==> src/rtl/sys_ctrl_fifo.sv <==
// sys_ctrl_fifo: UART system controller with an internal response FIFO.
// Decodes command frames from the UART receiver and drives the register file
// and ALU. Read data and two-frame ALU results are queued in a response FIFO.
// An independent TX sub-FSM drains that FIFO to the transmitter.
// Ports:
//   CLK, RST                     clock, synchronous active-high reset
//   RX_P_DATA/RX_D_VLD           received byte and its one-cycle strobe
//   Busy, TX_P_DATA/TX_D_VLD     transmitter handshake and byte out
//   ALU_OUT/OUT_Valid            double-width ALU result and its valid
//   ALU_En/ALU_Fun/CLK_En        ALU start pulse, function, clock enable
//   RdData/RdData_Valid          register read data and its valid
//   Address/WrEn/RdEn/WrData     register file access
//   CMD_ERR                      one-cycle error pulse (bad byte or timeout)
module sys_ctrl_fifo #(
    parameter int DATA_WIDTH  = 8,
    parameter int ADDR_WIDTH  = 4,
    parameter int FIFO_DEPTH  = 8,
    parameter int TIMEOUT_CYC = 4096
) (
    input  logic                    CLK,
    input  logic                    RST,
    input  logic [DATA_WIDTH-1:0]   RX_P_DATA,
    input  logic                    RX_D_VLD,
    input  logic                    Busy,
    output logic [DATA_WIDTH-1:0]   TX_P_DATA,
    output logic                    TX_D_VLD,
    input  logic [2*DATA_WIDTH-1:0] ALU_OUT,
    input  logic                    OUT_Valid,
    output logic                    ALU_En,
    output logic [3:0]              ALU_Fun,
    output logic                    CLK_En,
    input  logic [DATA_WIDTH-1:0]   RdData,
    input  logic                    RdData_Valid,
    output logic [ADDR_WIDTH-1:0]   Address,
    output logic                    WrEn,
    output logic                    RdEn,
    output logic [DATA_WIDTH-1:0]   WrData,
    output logic                    CMD_ERR
);
    localparam int AW = $clog2(FIFO_DEPTH);
    localparam int PW = AW + 1;
    localparam int TW = (TIMEOUT_CYC > 0) ? $clog2(TIMEOUT_CYC + 1) : 1;
    localparam logic [TW-1:0] TMAX = TW'(TIMEOUT_CYC);

    typedef enum logic [3:0] {
        IDLE, WR_ADDR, WR_DATA, RD_ADDR, RD_ISSUE, RD_WAIT,
        OP_A, OP_B, FUN, ALU_ISSUE, ALU_WAIT
    } state_t;
    typedef enum logic [1:0] {T_IDLE, T_WAIT_HI, T_WAIT_LO} tx_state_t;

    state_t    state, state_nxt;
    tx_state_t tx_state, tx_nxt;

    // ---------------- response FIFO ----------------
    logic [DATA_WIDTH-1:0] mem [FIFO_DEPTH];
    logic [PW-1:0]         wr_ptr, rd_ptr, count;
    logic                  fifo_full, fifo_empty, free2;
    logic                  push, pop;
    logic [DATA_WIDTH-1:0] push_data;

    assign count      = wr_ptr - rd_ptr;
    assign fifo_empty = (wr_ptr == rd_ptr);
    assign fifo_full  = (wr_ptr[AW] != rd_ptr[AW]) && (wr_ptr[AW-1:0] == rd_ptr[AW-1:0]);
    assign free2      = (count <= PW'(FIFO_DEPTH - 2));

    always_ff @(posedge CLK) begin
        if (RST) begin
            wr_ptr <= '0;
            rd_ptr <= '0;
        end else begin
            if (push) wr_ptr <= wr_ptr + PW'(1);
            if (pop)  rd_ptr <= rd_ptr + PW'(1);
        end
    end

    always_ff @(posedge CLK) begin
        if (push) mem[wr_ptr[AW-1:0]] <= push_data;
    end

    // ---------------- timeout ----------------
    logic [TW-1:0] tcnt;
    logic          stalled, running, timeout, byte_acc, hi_pend;

    // Stalling on a full FIFO is not the host's fault, so it does not time out.
    assign stalled = ((state == RD_ISSUE) && fifo_full) || ((state == ALU_ISSUE) && !free2);
    assign running = (state != IDLE) && !stalled;
    // The high-byte push cycle is never cut short, so a result is never split.
    assign timeout = (TIMEOUT_CYC != 0) && running && !hi_pend && (tcnt == TMAX);

    always_ff @(posedge CLK) begin
        if (RST || state == IDLE || state_nxt != state || byte_acc)
            tcnt <= '0;
        else if (running)
            tcnt <= tcnt + TW'(1);
    end

    // ---------------- command FSM ----------------
    always_ff @(posedge CLK) begin
        if (RST) state <= IDLE;
        else     state <= state_nxt;
    end

    always_comb begin
        state_nxt = state;
        if (timeout) state_nxt = IDLE;
        else begin
            case (state)
                IDLE: if (RX_D_VLD) begin
                    case (RX_P_DATA[7:0])
                        8'hAA:   state_nxt = WR_ADDR;
                        8'hBB:   state_nxt = RD_ADDR;
                        8'hCC:   state_nxt = OP_A;
                        8'hDD:   state_nxt = FUN;
                        default: state_nxt = IDLE;
                    endcase
                end
                WR_ADDR:   if (RX_D_VLD)     state_nxt = WR_DATA;
                WR_DATA:   if (RX_D_VLD)     state_nxt = IDLE;
                RD_ADDR:   if (RX_D_VLD)     state_nxt = RD_ISSUE;
                RD_ISSUE:  if (!fifo_full)   state_nxt = RD_WAIT;
                RD_WAIT:   if (RdData_Valid) state_nxt = IDLE;
                OP_A:      if (RX_D_VLD)     state_nxt = OP_B;
                OP_B:      if (RX_D_VLD)     state_nxt = FUN;
                FUN:       if (RX_D_VLD)     state_nxt = ALU_ISSUE;
                ALU_ISSUE: if (free2)        state_nxt = ALU_WAIT;
                ALU_WAIT:  if (hi_pend)      state_nxt = IDLE;
                default:                     state_nxt = IDLE;
            endcase
        end
    end

    // Next values for the registered outputs and the FIFO push.
    logic                  wr_en_d, rd_en_d, alu_en_d, cmd_err_d, clk_en_d, hi_pend_d;
    logic [ADDR_WIDTH-1:0] addr_d;
    logic [DATA_WIDTH-1:0] wdata_d, hi_byte, hi_byte_d;
    logic [3:0]            fun_d;

    always_comb begin
        wr_en_d   = 1'b0;
        rd_en_d   = 1'b0;
        alu_en_d  = 1'b0;
        cmd_err_d = 1'b0;
        clk_en_d  = CLK_En;
        hi_pend_d = hi_pend;
        hi_byte_d = hi_byte;
        addr_d    = Address;
        wdata_d   = WrData;
        fun_d     = ALU_Fun;
        push      = 1'b0;
        push_data = '0;
        byte_acc  = 1'b0;
        if (timeout) begin
            cmd_err_d = 1'b1;
            clk_en_d  = 1'b0;
            hi_pend_d = 1'b0;
        end else begin
            case (state)
                IDLE: if (RX_D_VLD) begin
                    byte_acc = 1'b1;
                    case (RX_P_DATA[7:0])
                        8'hAA, 8'hBB, 8'hCC: ;
                        8'hDD:   clk_en_d  = 1'b1;
                        default: cmd_err_d = 1'b1;
                    endcase
                end
                WR_ADDR, RD_ADDR: if (RX_D_VLD) begin
                    byte_acc = 1'b1;
                    addr_d   = RX_P_DATA[ADDR_WIDTH-1:0];
                end
                WR_DATA: if (RX_D_VLD) begin
                    byte_acc = 1'b1;
                    wdata_d  = RX_P_DATA;
                    wr_en_d  = 1'b1;
                end
                OP_A: if (RX_D_VLD) begin
                    byte_acc = 1'b1;
                    addr_d   = '0;
                    wdata_d  = RX_P_DATA;
                    wr_en_d  = 1'b1;
                end
                OP_B: if (RX_D_VLD) begin
                    byte_acc = 1'b1;
                    addr_d   = ADDR_WIDTH'(1);
                    wdata_d  = RX_P_DATA;
                    wr_en_d  = 1'b1;
                    clk_en_d = 1'b1;
                end
                FUN: if (RX_D_VLD) begin
                    byte_acc = 1'b1;
                    fun_d    = RX_P_DATA[3:0];
                end
                RD_ISSUE: begin
                    cmd_err_d = RX_D_VLD;
                    rd_en_d   = !fifo_full;
                end
                RD_WAIT: begin
                    cmd_err_d = RX_D_VLD;
                    if (RdData_Valid) begin
                        push      = 1'b1;
                        push_data = RdData;
                    end
                end
                ALU_ISSUE: begin
                    cmd_err_d = RX_D_VLD;
                    alu_en_d  = free2;
                end
                ALU_WAIT: begin
                    cmd_err_d = RX_D_VLD;
                    if (hi_pend) begin
                        push      = 1'b1;
                        push_data = hi_byte;
                        hi_pend_d = 1'b0;
                        clk_en_d  = 1'b0;
                    end else if (OUT_Valid) begin
                        push      = 1'b1;
                        push_data = ALU_OUT[DATA_WIDTH-1:0];
                        hi_byte_d = ALU_OUT[2*DATA_WIDTH-1:DATA_WIDTH];
                        hi_pend_d = 1'b1;
                    end
                end
                default: ;
            endcase
        end
    end

    always_ff @(posedge CLK) begin
        if (RST) begin
            WrEn    <= 1'b0;
            RdEn    <= 1'b0;
            ALU_En  <= 1'b0;
            CMD_ERR <= 1'b0;
            CLK_En  <= 1'b0;
            Address <= '0;
            WrData  <= '0;
            ALU_Fun <= '0;
            hi_pend <= 1'b0;
            hi_byte <= '0;
        end else begin
            WrEn    <= wr_en_d;
            RdEn    <= rd_en_d;
            ALU_En  <= alu_en_d;
            CMD_ERR <= cmd_err_d;
            CLK_En  <= clk_en_d;
            Address <= addr_d;
            WrData  <= wdata_d;
            ALU_Fun <= fun_d;
            hi_pend <= hi_pend_d;
            hi_byte <= hi_byte_d;
        end
    end

    // ---------------- TX sub-FSM ----------------
    always_comb begin
        tx_nxt = tx_state;
        pop    = 1'b0;
        case (tx_state)
            T_IDLE: if (!fifo_empty && !Busy) begin
                pop    = 1'b1;
                tx_nxt = T_WAIT_HI;
            end
            T_WAIT_HI: if (Busy)  tx_nxt = T_WAIT_LO;
            T_WAIT_LO: if (!Busy) tx_nxt = T_IDLE;
            default:              tx_nxt = T_IDLE;
        endcase
    end

    always_ff @(posedge CLK) begin
        if (RST) begin
            tx_state  <= T_IDLE;
            TX_D_VLD  <= 1'b0;
            TX_P_DATA <= '0;
        end else begin
            tx_state <= tx_nxt;
            TX_D_VLD <= pop;
            if (pop) TX_P_DATA <= mem[rd_ptr[AW-1:0]];
        end
    end
endmodule

==> config.mk <==
export PLATFORM = sky130hd
export DESIGN_NAME = sys_ctrl_fifo
export DESIGN_NICKNAME = d
export VERILOG_FILES = /design/src/rtl/sys_ctrl_fifo.sv
export SDC_FILE = /design/constraint.sdc
export NUM_CORES = 1
export LEC_CHECK = 0
export BUFFER_PORTS_ARGS = -buffer_cell sky130_fd_sc_hd__buf_2
export CAP_MARGIN = 15
export CORE_MARGIN = 10
export CORE_UTILIZATION = 53
export CTS_CLUSTER_DIAMETER = 60
export DETAILED_ROUTE_END_ITERATION = 16
export PLACE_DENSITY = 0.76
export SYNTH_ARGS = -nofsm -noshare
export SYNTH_HDL_FRONTEND = slang
export SYNTH_SLANG_ARGS = --single-unit
==> constraint.sdc <==
create_clock -name CLK -period 3.4 [get_ports CLK]
set_clock_uncertainty 0.15 [all_clocks]
set_input_delay 0.34 -clock CLK [delete_from_list [all_inputs] [get_ports CLK]]
set_output_delay 0.34 -clock CLK [all_outputs]
set_load 0.02 [all_outputs]
# Word level (Yosys, flattened, before mapping)

Memory sizes are Yosys's and may differ from the RTL's. A register that Yosys moved wholly into a read port is not among the register bits.
Cells that the tools add are included.

Memory bits (writable): 64
Memories: 1
Output and inout port bits: 30
Word-level logic and storage cells: 143
Register bits: 58
Bits of input ports: 38

$add $sub $neg: 4
Equal/unequal tests: 30
Reduce and logical (&&, ||, !) cells: 37
Bitwise operators: 5
$lt $le $gt $ge: 1
Multiplexer cells: 49

Memory list:

| name | words | width | read ports | clocked after memory_dff | wr ports | line | text |
|---|---|---|---|---|---|---|---|
| mem  | 8     | 8     | 1          | 1                        | 1        | 55   | `logic [DATA_WIDTH-1:0] mem [FIFO_DEPTH];` |

Operators by type and width:

| operator              | number |
|---|---|
| $mux 4                | 15 |
| $pmux 4 s11           | 1 |
| $eq 8x8->1 const B    | 4 |
| $mux 8                | 4 |
| $mux 1                | 19 |
| $eq 4x3->1 const B    | 4 |
| $ne 2x2->1 const B    | 8 |
| $pmux 4 s4            | 1 |
| $pmux 8 s2            | 1 |
| $add 13x1->13 const B | 1 |
| $eq 13x13->1 const B  | 1 |
| $eq 4x4->1 const B    | 3 |
| $pmux 4 s3            | 1 |
| $reduce_or 3->1       | 4 |
| $reduce_and 5->1      | 2 |
| $reduce_and 3->1      | 3 |
| $add 4x1->4 const B   | 2 |
| $eq 4x2->1 const B    | 2 |
| $reduce_or 4->1       | 2 |
| $logic_and 1x1->1     | 7 |
| $reduce_or 7->1       | 1 |
| $logic_not 1->1       | 6 |
| $mux 2                | 3 |
| $pmux 2 s3            | 1 |
| other kinds (20)      | 30 |

# Logic depth before layout (Yosys ltp)

Depth in word-level cells: 13
Depth in mapped cells: 11
Gate-level depth less buffers: 9

# Worst setup path before layout

OpenSTA, ideal clock, no wires.

Kind: register -> register
From: register rd_ptr[1]
To: memory mem[0][0] (enable)
Setup time: 395 ps
Clock period less this slack: 3722 ps
Cell stages (with the launch flop): 11
Slack: -322 ps
Data required time: 2855 ps
Arrival time: 3177 ps
Path through: dfxtp_1 -> clkbuf_1 -> buf_1 -> inv_1 -> ha_1 -> nand3b_1 -> a21oi_1 -> o31a_1 -> clkbuf_1 -> o21ai_1 -> nor4_1

Word-level cells in the longest chain between the ends: 12
Elaborated cells on any way between the ends: 15
Those cells by class: add/sub (1); order compare (1); eq/ne (1); mux (3); reduce/logical (9)

RTL lines:

| item                               | line | text |
|---|---|---|
| start, declared                    | 56   | `logic [PW-1:0] wr_ptr, rd_ptr, count;` |
| start signal, assigned             | 72   | `if (pop) rd_ptr <= rd_ptr + PW'(1);` |
| $sub 4x4->4                        | 61   | `assign count = wr_ptr - rd_ptr;` |
| $le 4x3->1                         | 64   | `assign free2 = (count <= PW'(FIFO_DEPTH - 2));` |
| $logic_not 1->1                    | 85   | `assign stalled = ((state == RD_ISSUE) && fifo_full) \|\| ((state == ALU_ISSUE) && !free2);` |
| $logic_and 1x1->1                  | 85   |  |
| $logic_or 1x1->1 (*)               | 85   |  |
| $logic_not 1->1 (*)                | 86   | `assign running = (state != IDLE) && !stalled;` |
| $logic_and 1x1->1 (*)              | 86   |  |
| $logic_and 1x1->1 (*) (2 in a row) | 88   | `assign timeout = (TIMEOUT_CYC != 0) && running && !hi_pend && (tcnt == TMAX);` |
| $mux 1 (*)                         | 152  | `if (timeout) begin` |
| $mux 1 (*)                         | 77   | `if (push) mem[wr_ptr[AW-1:0]] <= push_data;` |
| $mux 1 (not written as such) (*)   | 77   |  |
| end, declared                      | 55   |  |

Every way passes the cells marked *; elsewhere a longest branch is shown, timed or not.

# Worst setup path in the final report

From: register wr_ptr[0]
To: memory mem[2][1] (enable)

Word-level cells in the longest chain between the ends: 12
Elaborated cells on any way between the ends: 15
Those cells by class: add/sub (1); order compare (1); eq/ne (1); mux (3); reduce/logical (9)

RTL lines:

| item                           | line | text |
|---|---|---|
| start, declared                | 56   |  |
| start signal, assigned         | 71   | `if (push) wr_ptr <= wr_ptr + PW'(1);` |
| $sub 4x4->4                    | 61   |  |
| $le 4x3->1                     | 64   |  |
| $logic_not 1->1                | 85   |  |
| $logic_and 1x1->1              | 85   |  |
| $logic_or 1x1->1               | 85   |  |
| $logic_not 1->1                | 86   |  |
| $logic_and 1x1->1              | 86   |  |
| $logic_and 1x1->1 (2 in a row) | 88   |  |
| $mux 1                         | 152  |  |
| $mux 1                         | 77   |  |
| $mux 1 (not written as such)   | 77   |  |

Parallel ways exist; a longest one is shown, timed or not.

==> results.toml <==
[run_status]
status = "completed"

[sta]
hold_violations = 0
rsz0062_at_grt = "true"
setup_viol_count_final = 0
period_share = 0.949
max_slew_margin = 0.335
fmax_mhz = 310
tightest_slew_ps = 998
drv_slew = 0
layout_setup_ws_ps = 174
post-route-min-period_ps = 3230

[synth]
syn-cell-area_um2 = 5940
yosysWarnings = 0
async_reset_ff_frac = 0
synthDistinctLibCells = 64
ys_top_cells_by_area = "edfxtp_1 (32%), dfxtp_1 (22%), mux4_2 (6.1%), mux2i_1 (4.4%), nor2_1 (4.0%)"
synth_top_cell_by_area = "edfxtp_1"
synth_area_per_cell_um2 = 11.4
ys_seq_area_frac = 0.546
synth_nets = 567
yosys.area.top_type_share = 0.323
netlist_instances = 521
synth_edf_count = 64
ys.flop_type = "dfxtp_1"
ys_ff_latch = 130

[clocking]
clockBufferDepth = 2
clock_latency_ps = 540
root_buffer = "clkbuf_8"
cts_tree = "yes"
cts_buffers = 17
cts.sinks = 130
htreeDepth = 4
path_clk_slew_ps = 60
post_cts_buffers = 0

[critical_path]
cp.required_ps = 3420
arrival_ps = 3250
worst-setup-path-type = "register to register"
worstSetupEndpointType = "register"
cp_max_fo = 8
worst_r2r_path_depth = 8
worstPathBufferInverterCount = 1
startpoint = "wr_ptr[0]"
worstPathCellList = "inv_1 > ha_1 > fa_1 > xor2_1 > nor3_1 > o31a_1 > o211ai_1 > nor3_2"
cp.depth = 8
cp-start-kind = "register"
slowest_stage = "nor3_2"
cp_top_family = "simple AND/OR/NAND/NOR gates"
r2r-start = "wr_ptr[0]"
slowest_delay_ps = 730

[placed_design]
pre_cts_ws_ps = 135
dp.final_hpwl_um = 9790
port-buffer-count = 67
gp_congestion = 0.872

[finish]
register_area_um2 = 3240
n_antenna_cell = 0
mostFrequentLayoutCell = "buf_2"
nFillCells = 728
multi_input_area_um2 = 2570
drive_gt1_frac = 0.255
syn_to_final_growth_pct = 24.3
final_cell_mix = "buf_2 (67), dfxtp_1 (65), edfxtp_1 (64), nor2_1 (62), nand2_1 (37)"
nets = 669

[hold_path]
min_path_type = "input pin to register"
hold_depth = 4
min_from = "OUT_Valid"

[routing]
vias_per_cell = 6.07
vias = 4708
firstDrtPassIters = 5
drtAntennaViolNets = 0
drt_iter0_markers = 498
wl_per_cell_um = 19.6
wl_um = 15200
drc = 0

[die]
initial_utilization = 0.546
die_y_um = 126
dieArea_um2 = 15800
rows = 38
die_w_um = 126
io_pins = 68
core-area_um2 = 10900

[pwr]
p_sw_frac = 0.206
vdd_drop_max_uv = 486
p_leak_uw = 0.00271
pwr-share-clk = 0.528
seq_power_share = 0.440
power.total_uw = 3720
p_per_area_nw_per_um2 = 504
p_int_uw = 2950
switchingPower_uw = 767
p_comb_frac = 0.032

[grt]
grt_max_degree = 51
grt_overflow = 0
antenna_found_initial = 0
grt_use_total = 0.195
grt_pass1_wl_um = 25000
first_global_vias = 4784

[run]
maxCapViolCount = 0
[worst register-to-register path, stage by stage, from the launching register on]
cell	delay [ps]
dfxtp_2	400
inv_1	100
ha_1	230
fa_1	380
xor2_1	160
nor3_1	250
o31a_1	210
o211ai_1	240
nor3_2	730
[what timing repair did]
action / CTS / global route
hold buffers: 18 / 0
gates resized for setup: 0 / 3
hold endpoints to repair: 26 / 0
endpoints found under the setup margin: 0 / 36
[stage by stage]
stage          setup TNS [ps]  utilization  std cells  area [µm²]  hold WS [ps]
5_1_grt                  -400        0.679        776        7390           239
3_5_place_dp                0        0.603        726        6570           296
3_3_place_gp                0        0.603        726        6570           296
6_report                    0        0.679        776        7390           224
2_1_floorplan           -3460            -        521        5950           267
4_1_cts                     0        0.678        776        7380           202
[synthesized netlist by cell type (all sizes together), types with 6 or more instances]
| master | instances |
|---|---|
| a21oi | 17 |
| a222oi | 8 |
| a311oi | 8 |
| buf | 8 |
| clkbuf | 22 |
| dfxtp | 66 |
| edfxtp | 64 |
| ha | 7 |
| inv | 11 |
| mux2i | 26 |
| mux4 | 16 |
| nand2 | 38 |
| nand2b | 9 |
| nand3 | 12 |
| nand4 | 10 |
| nor2 | 63 |
| nor2b | 6 |
| nor3 | 27 |
| nor4 | 8 |
| nor4b | 6 |
| o21ai | 12 |
| xnor2 | 11 |
| xor2 | 11 |
[power groups by stage]
| stage | sequential, µW | clock, µW | combinational (µW) |
|---|---|---|---|
| after global placement | 1670 | 0 | 97.0 |
| after floorplan | 1670 | 0 | 49.2 |
| after CTS | 1640 | 1980 | 115 |
| after global routing | 1640 | 2050 | 129 |
| final | 1640 | 1970 | 119 |
| after detailed placement | 1670 | 0 | 98.5 |
[metal layers]
metal	global-route usage	up-vias	share of wire
met2	0.317	219	0.49
met1	0.232	2274	0.41
li1	-	2168	-
met4	0.0884	0	0.030
met5	0	-	0
met3	0.0596	47	0.074
[worst paths after layout]
check / end / slack (ps)
worst min register to register: CLK_En / 300
worst max register to register: mem[2][1] / 170
worst max-delay path: mem[2][1] / 170
worst min-delay path: hi_pend / 220
[registers in the layout, summed over array words and instances, names as in the netlist]
| register | flops |
|---|---|
| hi_byte | 8 |
| CMD_ERR | 1 |
| rd_ptr | 4 |
| WrEn | 1 |
| TX_P_DATA | 8 |
| ALU_Fun | 4 |
| Address | 4 |
| hi_pend | 1 |
| state | 4 |
| RdEn | 1 |
| tx_state | 2 |
| wr_ptr | 4 |
| ALU_En | 1 |
| mem | 64 |
| CLK_En | 1 |
| TX_D_VLD | 1 |
| tcnt | 13 |
| WrData | 8 |
[cell families after synthesis]
logic type,share of synthesized area
and+or+nand+nor,0.176
DFF,0.546
AOI/OAI and AO/OA,0.0956
muxes,0.104
buffers and inverters,0.0269
xor gates and xnor gates,0.0337
adders and majority gates,0.0181
[final cells by class]
type / instances / area share
timing repair buffer: 113 / 0.0982
sequential: 130 / 0.439
multi-input combinational: 350 / 0.348
tap: 140 / 0.0237
clock inverter: 13 / 0.0283
clock buffer: 19 / 0.0571
inverter: 11 / 0.00559
Power figures use the tool's default switching activity.
